--- config.mk ---
export PLATFORM = sky130hd
export DESIGN_NAME = dsub_serial
export DESIGN_NICKNAME = d
export VERILOG_FILES = /design/src/rtl/dsub_serial.sv
export SDC_FILE = /design/constraint.sdc
export NUM_CORES = 1
export LEC_CHECK = 0
export ABC_AREA = 1
export BUFFER_PORTS_ARGS = -buffer_cell sky130_fd_sc_hd__buf_2
export CORE_AREA = 4 4 86 88
export CTS_CLUSTER_SIZE = 10
export DETAILED_ROUTE_END_ITERATION = 10
export DIE_AREA = 0 0 90 92
export PLACE_DENSITY = 0.86
export REMOVE_ABC_BUFFERS = 1
export SETUP_SLACK_MARGIN = 0.05
export SYNTH_ARGS = -nofsm -noshare
export SYNTH_HDL_FRONTEND = slang
export SYNTH_SLANG_ARGS = --single-unit
--- constraint.sdc ---
create_clock -name MCLK -period 4.7 [get_ports MCLK]
set_clock_uncertainty 0.1 [all_clocks]
set_input_delay 0.705 -clock MCLK [delete_from_list [all_inputs] [get_ports MCLK]]
set_output_delay 0.705 -clock MCLK [all_outputs]
set_load 0.01 [all_outputs]
--- src/rtl/dsub_serial.sv ---
// dsub_serial: nibble-serial packed-BCD subtractor (dst - src - ~Cin), one digit per MCLK.
// Optional non-BCD digit detection is built when DSUB_INVALID_DIGIT_EN is defined.
module dsub_serial (
  input  logic        MCLK,
  input  logic        RSTn,
  input  logic        start,
  input  logic        bw,
  input  logic [15:0] src,
  input  logic [15:0] dst,
  input  logic        Cin,
  output logic [15:0] result,
  output logic        Cout,
  output logic        Vout,
  output logic        Nout,
  output logic        Zout,
  output logic        busy,
  output logic        done,
  output logic        bad,
  output logic [1:0]  dbg_state
);

  // Handshake: start is accepted on a rising edge whenever busy=0 (IDLE or DONE);
  // done is high for exactly the one cycle in which result and flags first show the new value.
  typedef enum logic [1:0] {
    S_IDLE = 2'd0,
    S_RUN  = 2'd1,
    S_DONE = 2'd2
  } state_t;

  state_t      state_q, state_d;
  logic [15:0] src_q, src_d;
  logic [15:0] dst_q, dst_d;
  logic        bw_q, bw_d;
  logic        borrow_q, borrow_d;
  logic [1:0]  idx_q, idx_d;
  logic [15:0] acc_q, acc_d;
  logic [15:0] result_q, result_d;
  logic        cout_q, cout_d;
  logic        nout_q, nout_d;
  logic        zout_q, zout_d;

  logic [15:0] dst_sh, src_sh;
  logic [3:0]  d_nib, s_nib;
  logic [4:0]  diff, diff_adj;
  logic        neg;
  logic [3:0]  digit;
  logic [15:0] acc_upd;
  logic [15:0] res_act;
  logic        last;
  logic        accept;

  assign dst_sh   = dst_q >> {idx_q, 2'b00};
  assign src_sh   = src_q >> {idx_q, 2'b00};
  assign d_nib    = dst_sh[3:0];
  assign s_nib    = src_sh[3:0];
  // 5-bit two's complement difference; bit 4 set means the digit went negative.
  assign diff     = {1'b0, d_nib} - {1'b0, s_nib} - {4'b0000, borrow_q};
  assign diff_adj = diff + 5'd10;
  assign neg      = diff[4];
  assign digit    = neg ? diff_adj[3:0] : diff[3:0];
  assign last     = bw_q ? (idx_q == 2'd1) : (idx_q == 2'd3);
  assign res_act  = bw_q ? {8'h00, acc_upd[7:0]} : acc_upd;
  assign accept   = start && (state_q != S_RUN);

  always_comb begin
    acc_upd = acc_q;
    acc_upd[{idx_q, 2'b00} +: 4] = digit;
  end

`ifdef DSUB_INVALID_DIGIT_EN
  logic hit;
  logic sticky_q, sticky_d;
  logic bad_q, bad_d;
  assign hit = (d_nib > 4'd9) || (s_nib > 4'd9);
  assign bad = bad_q;
`else
  assign bad = 1'b0;
`endif

  always_comb begin
    state_d  = state_q;
    src_d    = src_q;
    dst_d    = dst_q;
    bw_d     = bw_q;
    borrow_d = borrow_q;
    idx_d    = idx_q;
    acc_d    = acc_q;
    result_d = result_q;
    cout_d   = cout_q;
    nout_d   = nout_q;
    zout_d   = zout_q;
`ifdef DSUB_INVALID_DIGIT_EN
    sticky_d = sticky_q;
    bad_d    = bad_q;
`endif
    case (state_q)
      S_RUN: begin
        acc_d    = acc_upd;
        borrow_d = neg;
        idx_d    = idx_q + 2'd1;
`ifdef DSUB_INVALID_DIGIT_EN
        sticky_d = sticky_q | hit;
`endif
        if (last) begin
          state_d  = S_DONE;
          result_d = res_act;
          cout_d   = ~neg;
          nout_d   = bw_q ? res_act[7] : res_act[15];
          zout_d   = (res_act == 16'h0000);
`ifdef DSUB_INVALID_DIGIT_EN
          bad_d    = sticky_q | hit;
`endif
        end
      end
      S_DONE:  state_d = S_IDLE;
      default: state_d = S_IDLE;
    endcase
    // Accept overrides the DONE->IDLE return so back-to-back starts lose no cycle.
    if (accept) begin
      state_d  = S_RUN;
      src_d    = src;
      dst_d    = dst;
      bw_d     = bw;
      borrow_d = ~Cin;
      idx_d    = 2'd0;
      acc_d    = 16'h0000;
`ifdef DSUB_INVALID_DIGIT_EN
      sticky_d = 1'b0;
`endif
    end
  end

  always_ff @(posedge MCLK or negedge RSTn) begin
    if (!RSTn) begin
      state_q  <= S_IDLE;
      src_q    <= 16'h0000;
      dst_q    <= 16'h0000;
      bw_q     <= 1'b0;
      borrow_q <= 1'b0;
      idx_q    <= 2'd0;
      acc_q    <= 16'h0000;
      result_q <= 16'h0000;
      cout_q   <= 1'b0;
      nout_q   <= 1'b0;
      zout_q   <= 1'b0;
`ifdef DSUB_INVALID_DIGIT_EN
      sticky_q <= 1'b0;
      bad_q    <= 1'b0;
`endif
    end else begin
      state_q  <= state_d;
      src_q    <= src_d;
      dst_q    <= dst_d;
      bw_q     <= bw_d;
      borrow_q <= borrow_d;
      idx_q    <= idx_d;
      acc_q    <= acc_d;
      result_q <= result_d;
      cout_q   <= cout_d;
      nout_q   <= nout_d;
      zout_q   <= zout_d;
`ifdef DSUB_INVALID_DIGIT_EN
      sticky_q <= sticky_d;
      bad_q    <= bad_d;
`endif
    end
  end

  assign result    = result_q;
  assign Cout      = cout_q;
  assign Vout      = 1'b0;
  assign Nout      = nout_q;
  assign Zout      = zout_q;
  assign busy      = (state_q == S_RUN);
  assign done      = (state_q == S_DONE);
  assign dbg_state = state_q;

endmodule

* Word-level counts from Yosys, hierarchy flattened
Cells that the tools add are included.
** Word-level totals
- Register bits after elaboration :: 73
- Output and inout bits :: 25
** Cells by class
- $add $sub $neg :: 5
- Equal/unequal tests :: 6
- Shift-type cells :: 4
- Multiplexer cells :: 14
- Bitwise logic cells :: 2
- Reduce and logical (&&, ||, !) cells :: 4
** Operators with widths (number)
- 16-bit 2-to-1 mux :: 3
- 16-bit by 4-bit >> shifter with 4-bit output :: 2
- 16-bit bitwise mux :: 1
- 16-bit zero test :: 1
- 4-bit by 6-bit variable shift with 16-bit output (first input constant) :: 1
- 4-bit by 6-bit indexed part select with 16-bit output :: 1
- 2-bit 2-to-1 mux :: 5
- 4-bit negation with 6-bit output :: 1
- 4-bit by 4-bit subtractor with 5-bit output :: 1
- 5-bit by 1-bit subtractor with 5-bit output :: 1
- 4-bit adder (second input constant) :: 1
- 2-bit by 1-bit == test with 1-bit output (second input constant) :: 2
- 2-bit == test (second input constant) :: 2
- 1-bit 2-to-1 mux :: 4
- 4-bit 2-to-1 mux :: 1
- 3-bit by 1-bit inequality test with 1-bit output (second input constant) :: 1
- 2-bit by 1-bit adder with 2-bit output (second input constant) :: 1
- 2-bit by 1-bit inequality test with 1-bit output (second input constant) :: 1
- 1-bit NOT :: 2
- 2-bit AND reduction :: 1
- 2-bit nonzero test :: 1
- 1-bit logical AND :: 1

* Depth between registers and ports, before layout
- Depth after elaboration :: 9
- Depth in mapped cells :: 25
- Depth with buffers taken out :: 23

* Least setup slack after synthesis
OpenSTA, ideal clock, no wires.
- Path kind :: register to register
- Start point :: register idx_q[0]
- End point :: register zout_q (netlist: Zout)
- Arrival :: 3.132 ns
- Required time :: 4.483 ns
- Slack :: 1.350 ns
- Cell stages (with the launch flop) :: 26
- Buffers on the path :: 3
- Period minus slack after synthesis :: 3.350 ns
- Cell sequence :: dfrtp_1 -> buf_4 -> clkbuf_1 -> clkbuf_1 -> o21ai_0 -> o22ai_1 -> fa_1 -> fa_1 -> inv_1 -> nand2_1 -> nand2_1 -> nand2_1 -> nand2_1 -> nand2_1 -> nand2_1 -> nand2_1 -> nand2_1 -> nand2_1 -> nand2_2 -> nand3_1 -> nand2_1 -> nand2_1 -> nand2_1 -> inv_1 -> nand3_1 -> nand2_1
** On the way
- Longest elaborated chain between the ends :: 9
** RTL lines
- start, declared :: line 35 : logic [1:0] idx_q, idx_d;
- start signal, assigned :: line 156 : idx_q <= idx_d;
- 16-bit by 4-bit >> shifter with 4-bit output, on equally long branches :: line 52, 53
- 4-bit by 4-bit subtractor with 5-bit output :: line 57 : assign diff = {1'b0, d_nib} - {1'b0, s_nib} - {4'b0000, borrow_q};
- 5-bit by 1-bit subtractor with 5-bit output :: line 57
- 4-bit adder :: line 58 : assign diff_adj = diff + 5'd10;
- 4-bit 2-to-1 mux :: line 60 : assign digit = neg ? diff_adj[3:0] : diff[3:0];
- 4-bit by 6-bit indexed part select with 16-bit output :: line 67 : acc_upd[{idx_q, 2'b00} +: 4] = digit;
- 16-bit bitwise mux :: line 67
- 16-bit 2-to-1 mux :: line 62 : assign res_act = bw_q ? {8'h00, acc_upd[7:0]} : acc_upd;
- 16-bit zero test :: line 109 : zout_d = (res_act == 16'h0000);
- end signal, assigned :: line 161 : zout_q <= zout_d;
- end, declared :: line 40 : logic zout_q, zout_d;
Several ways; a longest one is shown, not always the timed one.
A chain may end at the register's enable or synchronous reset.

* Worst setup path after layout
Same ends and word-level chain as after synthesis.

==> impl_metrics.toml <==
[run_status]
status = "finished clean"

[final_layout]
multi_input_area_sq_um = 1553
final_area_sq_um = 4160
instances_no_fill = 540
final_common_cell = "nand2_1"
final_layout_size_suffix_gt1_share_pct = 26.52
final_cell_mix = "nand2_1 (103), dfrtp_1 (73), buf_2 (59), inv_1 (38), mux2_2 (31)"
antenna_cells = 0
seqCellArea_sq_um = 1827
syn_to_final_growth_pct = 14.97
finalNetCount = 504
nFillCells = 576

[setup_path]
path_cells = "inv_4 -> nand2_1 -> a32o_1 -> fa_1 -> fa_1 -> inv_1 -> nand2_1 -> nand2_1 -> nand2_1 -> nand2_1 -> nand2_1 -> nand2_1 -> nand2_1 -> nand2_1 -> nand2_1 -> nand2_2 -> nand4_1 -> o21ai_1 -> nand2_1 -> nand3_1 -> nand2_1"
cpMostUsedCell = "nand2_1"
cp_data_arrival_time_ps = 3840
crit_path_start_kind = "flip-flop"
critical_path.endpoint_type = "flip-flop"
critPathKind = "reg -> reg"
critPathRequiredTime_ps = 4850
critical_path.slowest_cell = "dfrtp_1"
slowest_delay_ps = 560
worstPathMaxFanout = 21

[drt]
first_iter_violations = 184
drt-total-wl_um = 8018
vias = 2926
avgViaCountPerCell = 5.419
wire_per_inst_um = 14.85
route.antenna.remaining_nets = 0
drcViolationCount = 0
first_pass_iters = 5

[clocking]
postCtsHoldBufs = 0
insertion_delay_ps = 350
htree_levels = 3
cts_resized = 0
clockBufferDepth = 2
tritoncts = "yes"
post_cts_buffers = 0
cts-buffers-inserted = 9
root_buffer = "clkbuf_8"
clk_pin_slew_ps = 80
cts_sinks = 73

[sta]
setup_viol = 0
final.setup.tns_ps = 0
drv_slew = 0
min_period_over_period_pct = 78.39
relSlewSlack_pct = 36.92
fmax_mhz = 271.4
fin_crit_ps = 3685
rsz0062_at_grt = "false"
tightestPinTransition_ps = 942.8
hold_viol = 0
hold_slack_ps = 324.7

[placed_design]
hpwlAfterDp_um = 5911
routabilityCongestion = 0.9716
post_dp_cell_area_sq_um = 3965
port_buffers = 59
dp.cells = 524

[yosys]
yosysWarnings = 0
ys_types = 27
syn_avg_cell_area_sq_um = 9.092
ys_seq_area_share_pct = 50.48
synth_cells = 398
ys_seq_elements = 73
netlist_area_sq_um = 3618

[die]
die_area_sq_um = 8280
core_sq_um = 6644
fp.dieH_um = 92
dieWidth_um = 90
rows = 30
initial_core_util_pct = 54.46
ios = 62

[job]
max_cap_violations = 0

[grt]
grt_max_degree = 39
grt_pass1_wl_um = 13920
antenna_found_initial = 0
grt.total_usage_pct = 20.93
overflow = 0
grt_pass1_vias = 3086

[min_path]
worst_hold_path_type = "in -> async"
==> worst paths after layout <==
kind	cells after the start	startpoint	endpoint	slack [ps]
worst max-delay path	21	idx_q[0]$_DFFE_PN0P_	Zout$_DFFE_PN0P_	1020
worst min-delay path	1	RSTn	acc_q[4]$_DFFE_PN0P_	320
worst max register to register	21	idx_q[0]$_DFFE_PN0P_	Zout$_DFFE_PN0P_	1020
worst min register to register	2	result[5]$_DFFE_PN0P_	result[5]$_DFFE_PN0P_	380
max in group asynchronous	2	RSTn	result[3]$_DFFE_PN0P_	3200
min in group MCLK	2	result[5]$_DFFE_PN0P_	result[5]$_DFFE_PN0P_	380
==> registers in the layout, summed over array words and instances, names as in the netlist <==
signal and flops:
borrow_q 1, acc_q 16, Cout 1, bw_q 1
src_q 16, dbg_state 2, Zout 1, result 16
idx_q 2, Nout 1, dst_q 16
==> routing by layer <==
metal / vias to the layer above / global-route usage (%) / wire [um]
met5: - / 0 / 0
met4: 0 / 7.781 / 172
met3: 24 / 5.332 / 535
met2: 107 / 37.09 / 3991
met1: 1377 / 24.50 / 3319
li1: 1418 / - / -
==> critical path, delay by kind of cell (launching register included) <==
family	cells	cell delay, ps
adder cells (fa/ha/maj)	2	860
AND/OR/NAND/NOR	15	1300
buffers and inverters	2	340
flip-flops	1	560
AO/OA/AOI/OAI	2	440
==> kinds of logic after synthesis <==
logic type               synth area share, %
AND/OR/NAND/NOR                        18.43
flip-flops                             50.48
AO/OA/AOI/OAI                          10.06
buffers and inverters                  6.708
multiplexers                           9.647
adder cells (fa/ha/maj)                4.564
other                                 0.1036
==> cell usage after synthesis <==
| cell type | count | area (sq um) |
|---|---|---|
| a22o_1 | 4 | 35.03 |
| inv_1 | 38 | 142.6 |
| o22ai_1 | 9 | 56.30 |
| clkbuf_1 | 14 | 52.55 |
| o221ai_1 | 1 | 8.760 |
| nor2_1 | 22 | 82.58 |
| dfrtp_1 | 73 | 1827 |
| a21oi_1 | 6 | 30.03 |
| nand3_1 | 19 | 95.09 |
| nand2_2 | 3 | 18.77 |
| nand4_1 | 7 | 43.79 |
| inv_2 | 5 | 18.77 |
| mux2_2 | 31 | 349.1 |
| buf_4 | 3 | 22.52 |
| fa_1 | 2 | 40.04 |
| o21ai_1 | 6 | 30.03 |
| conb_1 | 1 | 3.750 |
| inv_4 | 1 | 6.260 |
| ha_1 | 10 | 125.1 |
| nand2_4 | 1 | 11.26 |
| o21ai_0 | 30 | 150.1 |
| o31ai_1 | 2 | 15.01 |
| a21oi_2 | 1 | 8.760 |
| a32o_1 | 3 | 30.03 |
| nor2_4 | 2 | 22.52 |
| nand2_1 | 103 | 386.6 |
| and2_1 | 1 | 6.260 |
==> metrics by stage <==
| step | setup WS, ps | util [%] |
|---|---|---|
| finish | 1016 | 62.62 |
| global route | 735.1 | 62.62 |
| CTS | 1052 | 62.62 |
| detailed placement | 1087 | 59.68 |
| global placement | 1240 | 59.68 |
| floorplan | 1310 | - |
==> layout make-up <==
class                           count  share of cell area [%]
Multi-Input combinational cell    265                   37.32
Inverter                           44                   4.030
Sequential cell                    73                   43.91
Clock inverter                      6                   1.383
Tap cell                           80                   2.406
Timing Repair Buffer               62                   7.639
Clock buffer                       10                   3.308
Power is not shown: default switching activity piles up to over one toggle a cycle in this logic, so the estimate is an artifact.
